--- src/rtl/mist_dump_window.sv ---
// mist_dump_window: frame-counting dump-window controller driving probe on/off and depth.
module mist_dump_window #(
  parameter int CW = 32,
  parameter int SW = 8,
  parameter logic [15:0] LED_GUARD = 16'd1000
) (
  input  logic          clk,
  input  logic          rst,
  input  logic          vs,
  input  logic          led,
  input  logic [1:0]    cfg_mode,
  input  logic [CW-1:0] cfg_start,
  input  logic [CW-1:0] cfg_len,
  input  logic [CW-1:0] cfg_period,
  input  logic          cfg_deep,
  output logic [CW-1:0] frame_cnt,
  output logic          dumping,
  output logic          dump_on,
  output logic          dump_off,
  output logic          dump_deep,
  output logic [SW-1:0] win_cnt
);
  localparam logic [1:0] IDLE = 2'd0, ARMED = 2'd1, DUMPING = 2'd2, DONE = 2'd3;
  localparam logic [CW-1:0] ONE = CW'(1);
  logic [1:0] state, md;
  logic vs_q, led_q, fe_vs, fe_led, trig, close;
  logic [15:0] guard;
  logic [CW-1:0] nxt, len, per, fcnt;
  always_comb begin
    fe_vs = vs_q & ~vs;
    fe_led = led_q & ~led;
    trig = md == 2'd1 ? fe_vs && frame_cnt == nxt : md == 2'd2 ? fe_led && guard >= LED_GUARD : md == 2'd3;
    close = fe_vs && len != '0 && fcnt + ONE == len;
  end
  always_ff @(posedge clk or posedge rst) begin
    if (rst) begin
      state <= IDLE;
      md <= 2'd0;
      vs_q <= 1'b0;
      led_q <= 1'b0;
      guard <= '0;
      nxt <= '0;
      len <= '0;
      per <= '0;
      fcnt <= '0;
      frame_cnt <= '0;
      dumping <= 1'b0;
      dump_on <= 1'b0;
      dump_off <= 1'b0;
      dump_deep <= 1'b0;
      win_cnt <= '0;
    end else begin
      vs_q <= vs;
      led_q <= led;
      dump_on <= 1'b0;
      dump_off <= 1'b0;
      if (fe_vs) frame_cnt <= frame_cnt + ONE;
      if (guard < LED_GUARD) guard <= guard + 16'd1;
      if (cfg_mode == 2'd0) begin
        dump_off <= state == DUMPING;
        dumping <= 1'b0;
        state <= IDLE;
      end else if (state == IDLE) begin
        state <= ARMED;
        md <= cfg_mode;
        nxt <= cfg_start;
        len <= cfg_len;
        per <= cfg_period != '0 && cfg_period <= cfg_len ? '0 : cfg_period;
      end else if (state == ARMED && trig) begin
        state <= DUMPING;
        dump_on <= 1'b1;
        dumping <= 1'b1;
        dump_deep <= cfg_deep;
        fcnt <= '0;
      end else if (state == DUMPING && close) begin
        dump_off <= 1'b1;
        dumping <= 1'b0;
        win_cnt <= &win_cnt ? win_cnt : win_cnt + SW'(1);
        // periodic re-arm always triggers by frame match, whatever the original mode
        if (per != '0) begin
          nxt <= nxt + per;
          md <= 2'd1;
          state <= ARMED;
        end else begin
          state <= DONE;
        end
      end else if (state == DUMPING && fe_vs) begin
        fcnt <= fcnt + ONE;
      end
    end
  end
endmodule

--- config.mk ---
export PLATFORM = sky130hd
export DESIGN_NAME = mist_dump_window
export DESIGN_NICKNAME = d
export VERILOG_FILES = /design/src/rtl/mist_dump_window.sv
export SDC_FILE = /design/constraint.sdc
export NUM_CORES = 1
export LEC_CHECK = 0
export CAP_MARGIN = 20
export CORE_UTILIZATION = 40
export CTS_BUF_LIST = sky130_fd_sc_hd__clkbuf_8 sky130_fd_sc_hd__clkbuf_16
export DETAILED_ROUTE_END_ITERATION = 16
export GPL_TIMING_DRIVEN = 0
export SYNTH_ARGS = -nofsm -noshare
export SYNTH_HDL_FRONTEND = slang
export SYNTH_SLANG_ARGS = --single-unit
--- constraint.sdc ---
create_clock -name clk -period 6.3 [get_ports clk]
set_clock_uncertainty 0.15 [all_clocks]
set_input_delay 1.26 -clock clk [delete_from_list [all_inputs] [get_ports clk]]
set_output_delay 1.26 -clock clk [all_outputs]
set_load 0.005 [all_outputs]
==> results of run 1 <==
==> area by class of cell <==
cell class,instances,area share
Inverter,71,0.0169
Multi-Input combinational cell,1132,0.487
Timing Repair Buffer,152,0.0983
Sequential cell,194,0.304
Tap cell,442,0.0347
Clock inverter,13,0.00690
Buffer,79,0.0237
Clock buffer,19,0.0284
==> power breakdown <==
| part | internal, uW | total [uW] | switching, uW |
|---|---|---|---|
| clock | 565 | 1060 | 499 |
| sequential | 1590 | 2000 | 404 |
| combinational | 1430 | 3230 | 1800 |
==> state kept, by name, summed over array words and instances (netlist names) <==
name and cells:
guard 16, led_q 1, win_cnt 8, frame_cnt 32
fcnt 32, dump_off 1, dumping 1, per 32
len 32, dump_on 1, dump_deep 1, state 2
vs_q 1, nxt 32, md 2
==> stage by stage <==
stage | util | worst slack (ns) | std cells | power (uW) | cell area [um2]
3_3_place_gp | 0.469 | 0.617 | 2064 | 5170 | 15300
6_report | 0.489 | 1.54 | 2102 | 6290 | 16000
2_1_floorplan | - | 2.39 | 1476 | 4270 | 13300
5_1_grt | 0.489 | 1.42 | 2102 | 6780 | 16000
3_5_place_dp | 0.472 | 1.14 | 2069 | 5220 | 15400
4_1_cts | 0.489 | 1.60 | 2101 | 6320 | 15900
==> metal layers <==
metal / vias to the layer above / share of wire / global-route usage
li1: 5656 / - / -
met1: 5578 / 0.44 / 0.309
met2: 275 / 0.50 / 0.424
met3: 56 / 0.036 / 0.0368
met4: 0 / 0.026 / 0.0857
met5: - / 0 / 0
==> worst max-delay path, cell delays in order <==
cell             delay (ns)
clkdlybuf4s50_1        0.44
nor2b_1                0.11
clkbuf_1               0.49
nor3b_1                0.42
nand3_1                0.16
nor3_1                 0.21
nand3_1                0.13
nor4_2                 0.43
nand3b_1               0.30
a21boi_4               0.40
buf_6                  0.23
mux2_1                 0.33
==> how the worst max path moves through the flow <==
| stage | slack, ns | endpoint | start |
|---|---|---|---|
| CTS | 1.60 | nxt[5] | vs |
| global route | 1.42 | fcnt[9] | vs |
| global placement | 0.62 | frame_cnt[27] | rst |
| detailed placement | 1.14 | fcnt[9] | vs |
| finish | 1.54 | nxt[5] | vs |
| floorplan | 2.39 | dump_deep | rst |
==> cells by family after synthesis <==
group           Yosys count  share of synthesized area
simple gates            544                      0.214
compound gates          311                      0.152
buf+inv                 150                     0.0486
xor+xnor                137                     0.0942
fa+ha+maj                69                     0.0656
flops                   194                      0.366
mux                      71                     0.0597
==> layout by cell type, fill, tap and decap left out, drive strengths merged, types with 30 or more instances in the layout <==
cell type	Yosys	layout
clkbuf	52	71
nor3	43	43
ha	68	68
nand2	183	183
nand4	52	52
dfrtp	194	194
nand3	45	45
nor4	50	50
nor2	74	74
o21ai	91	91
mux2	62	62
inv	71	76
xnor2	70	70
buf	27	33
clkdlybuf4s50	0	146
xor2	64	64
a21oi	84	84
and3	30	30
==> summary.txt, run 1 <==
Final setup fails: 0
Slew Limit Fails: 0
TritonCTS clock tree: built
Critical path arrival: 4.95 ns
Hold wc startpoint: guard[13]
Die area: 33900 um2
CTS sink count: 194
Worst Hold End: guard[13]
Half-perimeter wire length after placement: 31900 um
Most frequent cells after synthesis: dfrtp_1 (194), nand2_1 (183), o21ai_0 (90), a21oi_1 (83), nor2_1 (74)
H-tree levels: 4
Actual slew at the worst max-slew pin: 0.906 ns
RSZ-0062 raised after global routing: false
Hold Fails Final Rpt: 0
DR vias: 11600
Peak supply drop: 0.233 mV
PostCTS Resize Cnt: 0
Syn avg cell area: 8.99 um2
Ys Warns: 0
Crit. End Element: register
Clock slew at reported path FFs: 0.07 ns
Core ar.: 32600 um2
Largest net degree at the start of global routing: 42
Filler instances: 3130
Count leader, synth: dfrtp_1
Sum Neg Setup Slack: 0 ns
R2r startpoint: fcnt[0]
Register area share after synthesis: 0.366
Clock Latency Late Sink: 0.46 ns
Fin Hold WS: 0.300 ns
Layout cells sized above 1: 0.0843
Worst Hold Class: register to register
Minimum clock period: 4.76 ns
Synth Instances: 1476
First-pass GRT wire length: 63500 um
CP Class: primary input to register
Synth cell types: 92
Top Ports: 147
Std-Cell Rows: 66
Clk buf depth: 2
Initial antenna violation count: 0
N_diodes: 0
Post-synth ARST share: 1.00
Share of the synthesized area in the top cell type: 0.366
Worst relative slew slack: 0.394
Mapped Area: 13300 um2
CTS Buf Count: 17
Peak Freq: 0.210 GHz
Synth top area cells: dfrtp_1 (37%), ha_1 (6.4%), nand2_1 (5.2%), xnor2_1 (4.6%), xor2_1 (4.2%)
Reg-to-reg endpoint: nxt[5]
DRC viols: 0
Die X: 184 um
Reg area: 4850 um2
Hold path depth: 1
CP Launch Type: primary input
Max-cap viol count: 0
CTS root buffer: clkbuf_16
Post-CTS Hold Fix Bufs: 0
1st-iter DRT viols: 707
Nets@finish: 1819
Static Leak: 0.00710 uW
ANT nets after route: 0
R2r setup slk: 1.84 ns
Number of synthesized flops with an enable pin: 0
Area Growth Syn to Fin: 20.3%
Number of synthesized register bits: 194
Vias/cell: 5.50
Vias in the first global route: 11400
I/O Buffers: 146
Dominant cell type by area after synthesis: dfrtp_1
Status: complete, no violations
Starting Density: 0.407
Syn_nets: 1648
Area occupied by multi-input gates: 7770 um2
WL final: 40200 um
Post-CTS setup repair buffer count: 0
First-pass iteration count of the detailed router: 5
CP max FO: 10
Final Cycle Share: 0.755
Power per cell area: 394 nW/um2
CP required: 6.49 ns
Top FF cell, synth: dfrtp_1
DIE HEIGHT: 184 um
Grt ovf: 0
R2R depth: 11
GRT Total Usage: 0.245
Drt wl/cell: 19.1 um
GPL Wtd Cong: 0.944
No activity file was read; power rests on OpenSTA's default activity.
==> run 2: changes to the inputs <==
==> constraint.sdc (replaced) <==
create_clock -name clk -period 4.9 [get_ports clk]
set_clock_uncertainty 0.15 [all_clocks]
set_input_delay 0.98 -clock clk [delete_from_list [all_inputs] [get_ports clk]]
set_output_delay 0.98 -clock clk [all_outputs]
set_load 0.005 [all_outputs]
==> results of run 2 <==
Same layout as run 1 (identical final DEF). Status: complete, no violations.
Among the figures that moved: setup slack after placement 1.14 ns -> 0.0196 ns; setup slack after layout 1.54 ns -> 0.421 ns; register-to-register setup slack 1.84 ns -> 0.44 ns; total power 6290 uW -> 8090 uW; worst IR drop on VDD 0.233 mV -> 0.300 mV
==> run 3: changes to the inputs <==
--- a/config.mk
+++ b/config.mk
@@ -6,10 +6,12 @@
 export NUM_CORES = 1
 export LEC_CHECK = 0
 export CAP_MARGIN = 20
+export CORE_MARGIN = 10
 export CORE_UTILIZATION = 40
 export CTS_BUF_LIST = sky130_fd_sc_hd__clkbuf_8 sky130_fd_sc_hd__clkbuf_16
 export DETAILED_ROUTE_END_ITERATION = 16
 export GPL_TIMING_DRIVEN = 0
+export SKIP_LAST_GASP = 1
 export SYNTH_ARGS = -nofsm -noshare
 export SYNTH_HDL_FRONTEND = slang
 export SYNTH_SLANG_ARGS = --single-unit
==> run 3 against run 2 <==
  * Highest routed layer unchanged
  * Cell area hardly changed
  * First-iteration DRC count is 9.8% lower
  * Die area is 21% higher
  * Final cell count is essentially flat
  * Setup slack lost 0.028 ns
==> summary.txt, run 3 (synthesized netlist as in run 1, its figures left out) <==
Status: complete, no violations
Initial antenna violation count: 0
Max stage delay cell, worst path: clkbuf_1
Met2 Resource Use GR: 0.358
Critical path buffers and inverters: 3
CP required: 5.14 ns
Filler instances: 3148
CTS Buf Count: 17
1st-iter DRT viols: 638
PostCTS Resize Cnt: 0
CTS root buffer: clkbuf_16
First-pass iteration count of the detailed router: 5
WL final: 42600 um
Post-CTS Hold Fix Bufs: 0
R2R depth: 11
Met3 usage: 0.0363
N_diodes: 0
Reg-to-reg endpoint: nxt[19]
I/O Buffers: 146
Critical Path End: fcnt[9]
H-tree levels: 4
Grt met1 use: 0.251
DR vias: 11700
Starting Density: 0.407
Drt wl/cell: 20.3 um
Hold Fails Final Rpt: 0
Post-CTS setup repair buffer count: 0
Clk buf depth: 2
Final Cycle Share: 0.920
Slew Limit Fails: 0
CP Class: primary input to register
Layout cells sized above 1: 0.0856
Final setup fails: 0
Worst Hold Class: register to register
Area Growth Syn to Fin: 20.4%
Die X: 202 um
Peak supply drop: 0.305 mV
Worst relative slew slack: 0.341
Power per cell area: 513 nW/um2
Critical path arrival: 4.75 ns
DRC viols: 0
Clock slew at reported path FFs: 0.07 ns
CP startpoint: vs
Largest net degree at the start of global routing: 42
Static Leak: 0.00710 uW
CP Launch Type: primary input
Fin Hold WS: 0.301 ns
Vias/cell: 5.58
Most frequent cells in the layout: dfrtp_1 (194), nand2_1 (183), clkdlybuf4s50_1 (146), o21ai_0 (90), a21oi_1 (83)
Vias in the first global route: 11800
Sum Neg Setup Slack: 0 ns
Clock Latency Late Sink: 0.46 ns
RSZ-0062 raised after global routing: false
Commonest non-fill, non-tap cell in the layout: dfrtp_1
Crit path largest cell delay: 0.48 ns
Nets@finish: 1819
GRT Max-Usage Layer: met2
DIE HEIGHT: 202 um
Crit path cell chain: clkdlybuf4s50_1, nor2b_1, clkbuf_1, nor3b_1, nand3_1, nor4_1, nand4_1, or4_1, or4_4, a21oi_4, buf_6, a221o_1
CTS sink count: 194
R2r setup slk: 0.47 ns
Peak Freq: 0.222 GHz
R2r startpoint: fcnt[0]
First-pass GRT wire length: 67100 um
Top Ports: 147
Stages on worst setup path: 12
Crit. End Element: register
Std-Cell Rows: 66
GRT Total Usage: 0.207
GPL Wtd Cong: 0.910
Grt ovf: 0
Actual slew at the worst max-slew pin: 0.985 ns
Minimum clock period: 4.51 ns
ANT nets after route: 0
Half-perimeter wire length after placement: 33600 um
TritonCTS clock tree: built
Die area: 40800 um2
Core ar.: 32600 um2
Worst path top cell family by delay: simple AND/OR/NAND/NOR gates
CP max FO: 10
Max-cap viol count: 0
run 3: changes by cell type in the layout (fill, tap and decap cells not counted):
cell	delta
clkinv_2	+3
inv_1	-3
clkinv_4	-1
clkbuf_8	-1
bufinv_16	+1
run 3: how the worst min path moves through the flow:
stage	from	to	slack, ns	cells past startpoint
floorplan	guard[13]	guard[13]	0.27	1
global placement	guard[13]	guard[13]	0.29	1
detailed placement	guard[13]	guard[13]	0.29	1
CTS	guard[13]	guard[13]	0.31	1
global route	guard[12]	guard[12]	0.32	1
finish	guard[13]	guard[13]	0.30	1
run 3: through the flow:
stage	worst slack, ns	area (um2)	util	total power, uW	std cells
floorplan	1.27	13300	-	5490	1476
global placement	-0.540	15300	0.469	6660	2064
detailed placement	-0.0407	15400	0.472	6740	2069
CTS	0.413	16000	0.489	8210	2100
global route	0.0171	16000	0.489	8800	2101
finish	0.394	16000	0.489	8190	2101
run 3: where the power goes:
group | switching (uW) | leakage, uW | internal [uW]
logic | 2340 | 0.00432 | 1850
registers | 526 | 0.00250 | 2050
clock network | 668 | 0.000283 | 763
run 3: layout make-up:
type,instances,area [um2],share of cell area
timing repair buffer,152,1570,0.0983
sequential,194,4850,0.304
multi-input combinational,1132,7770,0.486
inverter,71,270,0.0169
clock buffer,18,439,0.0275
tap,442,553,0.0346
buffer,79,378,0.0237
clock inverter,13,135,0.00846
run 3: per-layer routing:
| metal | vias up | part of all wire |
|---|---|---|
| met2 | 306 | 0.50 |
| li1 | 5678 | - |
| met3 | 59 | 0.048 |
| met4 | 0 | 0.028 |
| met5 | - | 0 |
| met1 | 5684 | 0.42 |
